<file path="src/rtl/proj_fm_buf_ctrl.sv">
// proj_fm_buf_ctrl: N-way rotating feature-map buffer.
// A serial stream of DATA_BITS words is packed into BUFFER_COUNT buffers of
// BUF_WORDS = RAMS*ENTRIES*OFFSET words. Each full buffer is returned as
// CHUNK_SIZE-word chunks through a single registered output stage.
// Optional feature: define PROJ_FM_STATS_EN to add out_drop_cnt, a saturating
// count of cycles where a write was offered but the buffer was full.
module proj_fm_buf_ctrl #(
    parameter int BUFFER_COUNT = 2,
    parameter int RAMS         = 2,
    parameter int ENTRIES      = 2,
    parameter int OFFSET       = 1,
    parameter int CHUNK_SIZE   = 2,
    parameter int DATA_BITS    = 8
) (
    input  logic                             in_clk,
    input  logic                             in_rst,
    input  logic                             in_wvalid,
    output logic                             out_wready,
    input  logic [DATA_BITS-1:0]             in_wdata,
    output logic                             out_rvalid,
    input  logic                             in_rready,
    output logic [CHUNK_SIZE*DATA_BITS-1:0]  out_rdata,
    output logic                             out_rlast,
    output logic [$clog2(BUFFER_COUNT+1)-1:0] out_filled
`ifdef PROJ_FM_STATS_EN
    ,
    output logic [15:0]                      out_drop_cnt
`endif
);

    localparam int BUF_WORDS = RAMS * ENTRIES * OFFSET;
    localparam int NCHUNK    = BUF_WORDS / CHUNK_SIZE;
    localparam int IDX_W     = (BUFFER_COUNT > 1) ? $clog2(BUFFER_COUNT) : 1;
    localparam int ADDR_W    = (BUF_WORDS > 1) ? $clog2(BUF_WORDS) : 1;
    localparam int CHK_W     = (NCHUNK > 1) ? $clog2(NCHUNK) : 1;
    localparam int FILL_W    = $clog2(BUFFER_COUNT + 1);
    localparam int CHUNK_W   = CHUNK_SIZE * DATA_BITS;

    // Reject configurations that cannot be split into whole chunks.
    if (BUF_WORDS % CHUNK_SIZE != 0) begin : g_bad_chunk
        $error("proj_fm_buf_ctrl: BUF_WORDS must be a multiple of CHUNK_SIZE");
    end
    if (BUFFER_COUNT < 2) begin : g_bad_count
        $error("proj_fm_buf_ctrl: BUFFER_COUNT must be at least 2");
    end

    logic [DATA_BITS-1:0] mem_q [BUFFER_COUNT][BUF_WORDS];

    logic [IDX_W-1:0]  wr_idx_q,   wr_idx_d;
    logic [ADDR_W-1:0] wr_addr_q,  wr_addr_d;
    logic [IDX_W-1:0]  rd_idx_q,   rd_idx_d;
    logic [CHK_W-1:0]  rd_chunk_q, rd_chunk_d;
    logic [FILL_W-1:0] filled_q,   filled_d;
    logic [CHUNK_W-1:0] rdata_q,   rdata_d;
    logic              rvalid_q,   rvalid_d;
    logic              rlast_q,    rlast_d;

    logic               wr_fire;
    logic               wr_done;
    logic               load;
    logic               rd_done;
    logic [ADDR_W-1:0]  rd_base;
    logic [CHUNK_W-1:0] chunk_data;

    // Handshake qualifiers; write readiness depends on stored state only.
    assign out_wready = (filled_q < FILL_W'(BUFFER_COUNT));
    assign wr_fire    = in_wvalid && out_wready;
    assign wr_done    = wr_fire && (wr_addr_q == ADDR_W'(BUF_WORDS - 1));
    assign load       = (filled_q != '0) && (!rvalid_q || in_rready);
    assign rd_done    = load && (rd_chunk_q == CHK_W'(NCHUNK - 1));

    // Gather chunk rd_chunk of buffer rd_idx, lowest-addressed word in the LSBs.
    always_comb begin
        // NOTE: every signal written here gets a default first so no latch is inferred.
        chunk_data = '0;
        rd_base    = ADDR_W'(rd_chunk_q) * ADDR_W'(CHUNK_SIZE);
        for (int k = 0; k < CHUNK_SIZE; k++) begin
            chunk_data[k*DATA_BITS +: DATA_BITS] = mem_q[rd_idx_q][rd_base + ADDR_W'(k)];
        end
    end

    // Next-state for the write pointer, read pointer, fill count and output stage.
    always_comb begin
        wr_idx_d   = wr_idx_q;
        wr_addr_d  = wr_addr_q;
        rd_idx_d   = rd_idx_q;
        rd_chunk_d = rd_chunk_q;
        filled_d   = filled_q;
        rdata_d    = rdata_q;
        rvalid_d   = rvalid_q;
        rlast_d    = rlast_q;

        if (wr_fire) begin
            if (wr_done) begin
                wr_addr_d = '0;
                wr_idx_d  = (wr_idx_q == IDX_W'(BUFFER_COUNT - 1)) ? '0 : wr_idx_q + IDX_W'(1);
            end else begin
                wr_addr_d = wr_addr_q + ADDR_W'(1);
            end
        end

        if (load) begin
            rdata_d  = chunk_data;
            rvalid_d = 1'b1;
            rlast_d  = rd_done;
            if (rd_done) begin
                rd_chunk_d = '0;
                rd_idx_d   = (rd_idx_q == IDX_W'(BUFFER_COUNT - 1)) ? '0 : rd_idx_q + IDX_W'(1);
            end else begin
                rd_chunk_d = rd_chunk_q + CHK_W'(1);
            end
        end else if (in_rready) begin
            rvalid_d = 1'b0;
        end

        // A buffer completing and another being released on one edge cancel out.
        case ({wr_done, rd_done})
            2'b10:   filled_d = filled_q + FILL_W'(1);
            2'b01:   filled_d = filled_q - FILL_W'(1);
            default: filled_d = filled_q;
        endcase
    end

    // Control and output-stage registers.
    always_ff @(posedge in_clk or posedge in_rst) begin
        if (in_rst) begin
            wr_idx_q   <= '0;
            wr_addr_q  <= '0;
            rd_idx_q   <= '0;
            rd_chunk_q <= '0;
            filled_q   <= '0;
            rdata_q    <= '0;
            rvalid_q   <= 1'b0;
            rlast_q    <= 1'b0;
        end else begin
            wr_idx_q   <= wr_idx_d;
            wr_addr_q  <= wr_addr_d;
            rd_idx_q   <= rd_idx_d;
            rd_chunk_q <= rd_chunk_d;
            filled_q   <= filled_d;
            rdata_q    <= rdata_d;
            rvalid_q   <= rvalid_d;
            rlast_q    <= rlast_d;
        end
    end

    // Buffer storage write port.
    // NOTE: the storage array has no reset; words are only read after being rewritten.
    always_ff @(posedge in_clk) begin
        if (wr_fire) begin
            mem_q[wr_idx_q][wr_addr_q] <= in_wdata;
        end
    end

    assign out_rdata  = rdata_q;
    assign out_rvalid = rvalid_q;
    assign out_rlast  = rlast_q;
    assign out_filled = filled_q;

`ifdef PROJ_FM_STATS_EN
    logic [15:0] drop_cnt_q;

    // Saturating count of cycles where a write was offered while full.
    always_ff @(posedge in_clk or posedge in_rst) begin
        if (in_rst) begin
            drop_cnt_q <= 16'd0;
        end else if (in_wvalid && !out_wready && (drop_cnt_q != 16'hFFFF)) begin
            drop_cnt_q <= drop_cnt_q + 16'd1;
        end
    end

    assign out_drop_cnt = drop_cnt_q;
`endif

endmodule

</file>
<file path="config.mk">
export PLATFORM = sky130hd
export DESIGN_NAME = proj_fm_buf_ctrl
export DESIGN_NICKNAME = d
export VERILOG_FILES = /design/src/rtl/proj_fm_buf_ctrl.sv
export SDC_FILE = /design/constraint.sdc
export NUM_CORES = 1
export LEC_CHECK = 0
export ABC_AREA = 1
export BUFFER_PORTS_ARGS = -buffer_cell sky130_fd_sc_hd__buf_2
export CORE_MARGIN = 2
export CORE_UTILIZATION = 48
export CTS_CLUSTER_DIAMETER = 80
export DETAILED_ROUTE_END_ITERATION = 8
export PLACE_DENSITY = 0.66
export SKIP_LAST_GASP = 1
export SLEW_MARGIN = 20
export SYNTH_ARGS = -nofsm -noshare
export SYNTH_HDL_FRONTEND = slang
export SYNTH_SLANG_ARGS = --single-unit
</file>
<file path="constraint.sdc">
create_clock -name in_clk -period 4.9 [get_ports in_clk]
set_input_delay 0.735 -clock in_clk [delete_from_list [all_inputs] [get_ports in_clk]]
set_output_delay 0.735 -clock in_clk [all_outputs]
set_load 0.05 [all_outputs]
</file>
==> impl_metrics.json <==
{
  "dr.pass1.iters": 5,
  "grt_usage": 0.1865,
  "n_antenna_cell": 0,
  "cts_tree": "built",
  "cp_data_arrival_time_ps": 1990,
  "gp_congestion": 0.7936,
  "drc": 0,
  "r2r_start": "out_filled[1]",
  "drive_above_1_share": 0.1377,
  "die_x_um": 93.76,
  "finalWirelength_mm": 7.354,
  "fmax_mhz": 497.0,
  "holdBufCountCts": 0,
  "rsz0062_at_grt": "false",
  "crit_type": "flip-flop to flip-flop",
  "syn_nets": 394,
  "fin_crit_sh": 0.4106,
  "cp_data_required_time_ps": 4880,
  "timing.final.ws_setup_ps": 2888,
  "p_per_area_mw_per_mm2": 627.3,
  "area_growth_pct": 9.803,
  "viasPerCell": 4.719,
  "io_pins": 33,
  "synth_seq_cells": 89,
  "postCtsSetupBuffers": 0,
  "clk_pin_slew_ps": 90,
  "clkLatencyLatePin_ps": 350,
  "grt_max_degree": 34,
  "die_area_mm2": 0.008791,
  "root_buffer": "clkbuf_8",
  "cts_max_path_buffers": 2,
  "avgRoutedWirePerCell_um": 14.25,
  "portBuffers": 32,
  "antenna_found_initial": 0,
  "start_util": 0.4979,
  "clkSinkCount": 89,
  "die_height_um": 93.76,
  "grt_pass1_wl_mm": 12.14,
  "synth_area_mm2": 0.003867,
  "drtAntennaViolNets": 0,
  "crit_path_start": "out_filled[1]",
  "fin_skew_ps": 9.540,
  "finalHoldViolCount": 0,
  "num_rows": 32,
  "max_slew_margin": 0.2978,
  "slew_viol_final": 0,
  "ir_worst_vdd_uv": 284.5,
  "status": "completed",
  "nNetsFinal": 426,
  "core_area_mm2": 0.007767,
  "final-setup-viol-count": 0,
  "max-cap-violations": 0,
  "hold_class": "primary input to async pin",
  "drt_iter0_drc": 239,
  "period_minus_slack_ps": 2012,
  "p_leak_nw": 2.044,
  "dr_total_vias": 2435,
  "synth.distinct_cells": 20,
  "cts_buffers": 9,
  "critical_path.max_fanout": 10,
  "seq_area_frac_synth": 0.6587,
  "grt_pass1_vias": 2380,
  "place_ws_ps": 2437,
  "setup_tns_ps": 0,
  "syn_avg_cell_area_um2": 10.26,
  "overflow": 0,
  "cp-end-kind": "flip-flop",
  "syn_inst": 377,
  "ys_warn_count": 0,
  "postCtsResizedCells": 0,
  "h-tree-depth": 3,
  "worst_pin_slew_ps": 1045,
  "start_kind": "flip-flop",
  "hpwl_mm": 5.000
}
-- critical path: stages, from the launching register on --
cell     delay, ps
dfrtp_1        390
inv_2          110
nand2_1        250
nor3_1         880
-- worst paths after layout --
kind / to / slack [ps] / cells past startpoint
hold reg to reg: out_rlast / 480 / 2
min in group in_clk: out_rlast / 480 / 2
setup reg to reg: mem_q[0][18] / 2890 / 3
hold / removal: out_rdata[11] / 470 / 2
max in group asynchronous: wr_addr_q[1] / 3980 / 2
setup / recovery: mem_q[0][18] / 2890 / 3
-- state kept, by name, summed over array words and instances (netlist names), 2 cells and up --
name	cells
mem_q	64
wr_addr_q	2
out_filled	2
out_rdata	16
-- placed cells by master, fill, tap and decap left out, drive strengths merged, types with 3 or more instances in the layout --
cell type  count
buf           33
clkbuf        13
dfrtp         25
edfxtp        64
ha             5
inv           79
nand2        137
nand3         35
nor2           7
nor3           6
xor2           3
-- final cells by class --
class	instances	area (µm²)
clock buffer	13	148.9
clock inverter	3	42.54
fill	709	3521
inverter	80	312.8
multi-input combinational	196	899.6
sequential	89	2547
tap	102	127.6
timing repair buffer	33	167.7
-- cell usage after synthesis (all sizes together) --
| master | number | area [µm²] |
|---|---|---|
| nand2 | 137 | 545.5 |
| inv | 80 | 312.8 |
| edfxtp | 64 | 1922 |
| nand3 | 35 | 175.2 |
| dfrtp | 25 | 625.6 |
| buf | 12 | 122.6 |
| nor2 | 7 | 26.28 |
| nor3 | 6 | 30.03 |
| ha | 5 | 62.56 |
| xor2 | 3 | 26.28 |
| a21oi | 2 | 10.01 |
| xnor2 | 1 | 8.760 |
-- power breakdown --
| group | switching [W] | internal [W] |
|---|---|---|
| sequential | 0.0000956 | 0.000968 |
| clock | 0.000243 | 0.000250 |
| combinational | 0.000823 | 0.000284 |
| total | 0.00116 | 0.00150 |
-- through the flow --
stage | utilization | cell area, µm² | std cells | power (W) | hold slack, ps
floorplan | - | 3867 | 377 | 0.002016 | 556.6
global placement | 0.5201 | 4040 | 500 | 0.002177 | 455.2
detailed placement | 0.5201 | 4040 | 500 | 0.002194 | 460.7
CTS | 0.5448 | 4232 | 516 | 0.002688 | 481.2
global route | 0.5467 | 4247 | 516 | 0.002861 | 507.2
finish | 0.5467 | 4247 | 516 | 0.002664 | 470.8
-- routing by layer --
layer  GRT usage  part of all wire  wire length (µm)  vias up
met4     0.08696             0.025               183        0
met2      0.2762              0.44              3229       83
met5           0                 0                 0        -
li1            -                 -                 -     1229
met3     0.02809             0.073               534       15
met1      0.2725              0.46              3407     1108
-- cells by family after synthesis --
group	Yosys count	share of synthesized area
and+or+nand+nor	185	0.2009
buffers and inverters	92	0.1126
DFF	89	0.6587
adders and majority gates	5	0.01618
xor gates and xnor gates	4	0.009060
AOI/OAI and AO/OA	2	0.002588
(Power assumes the default switching activity.)
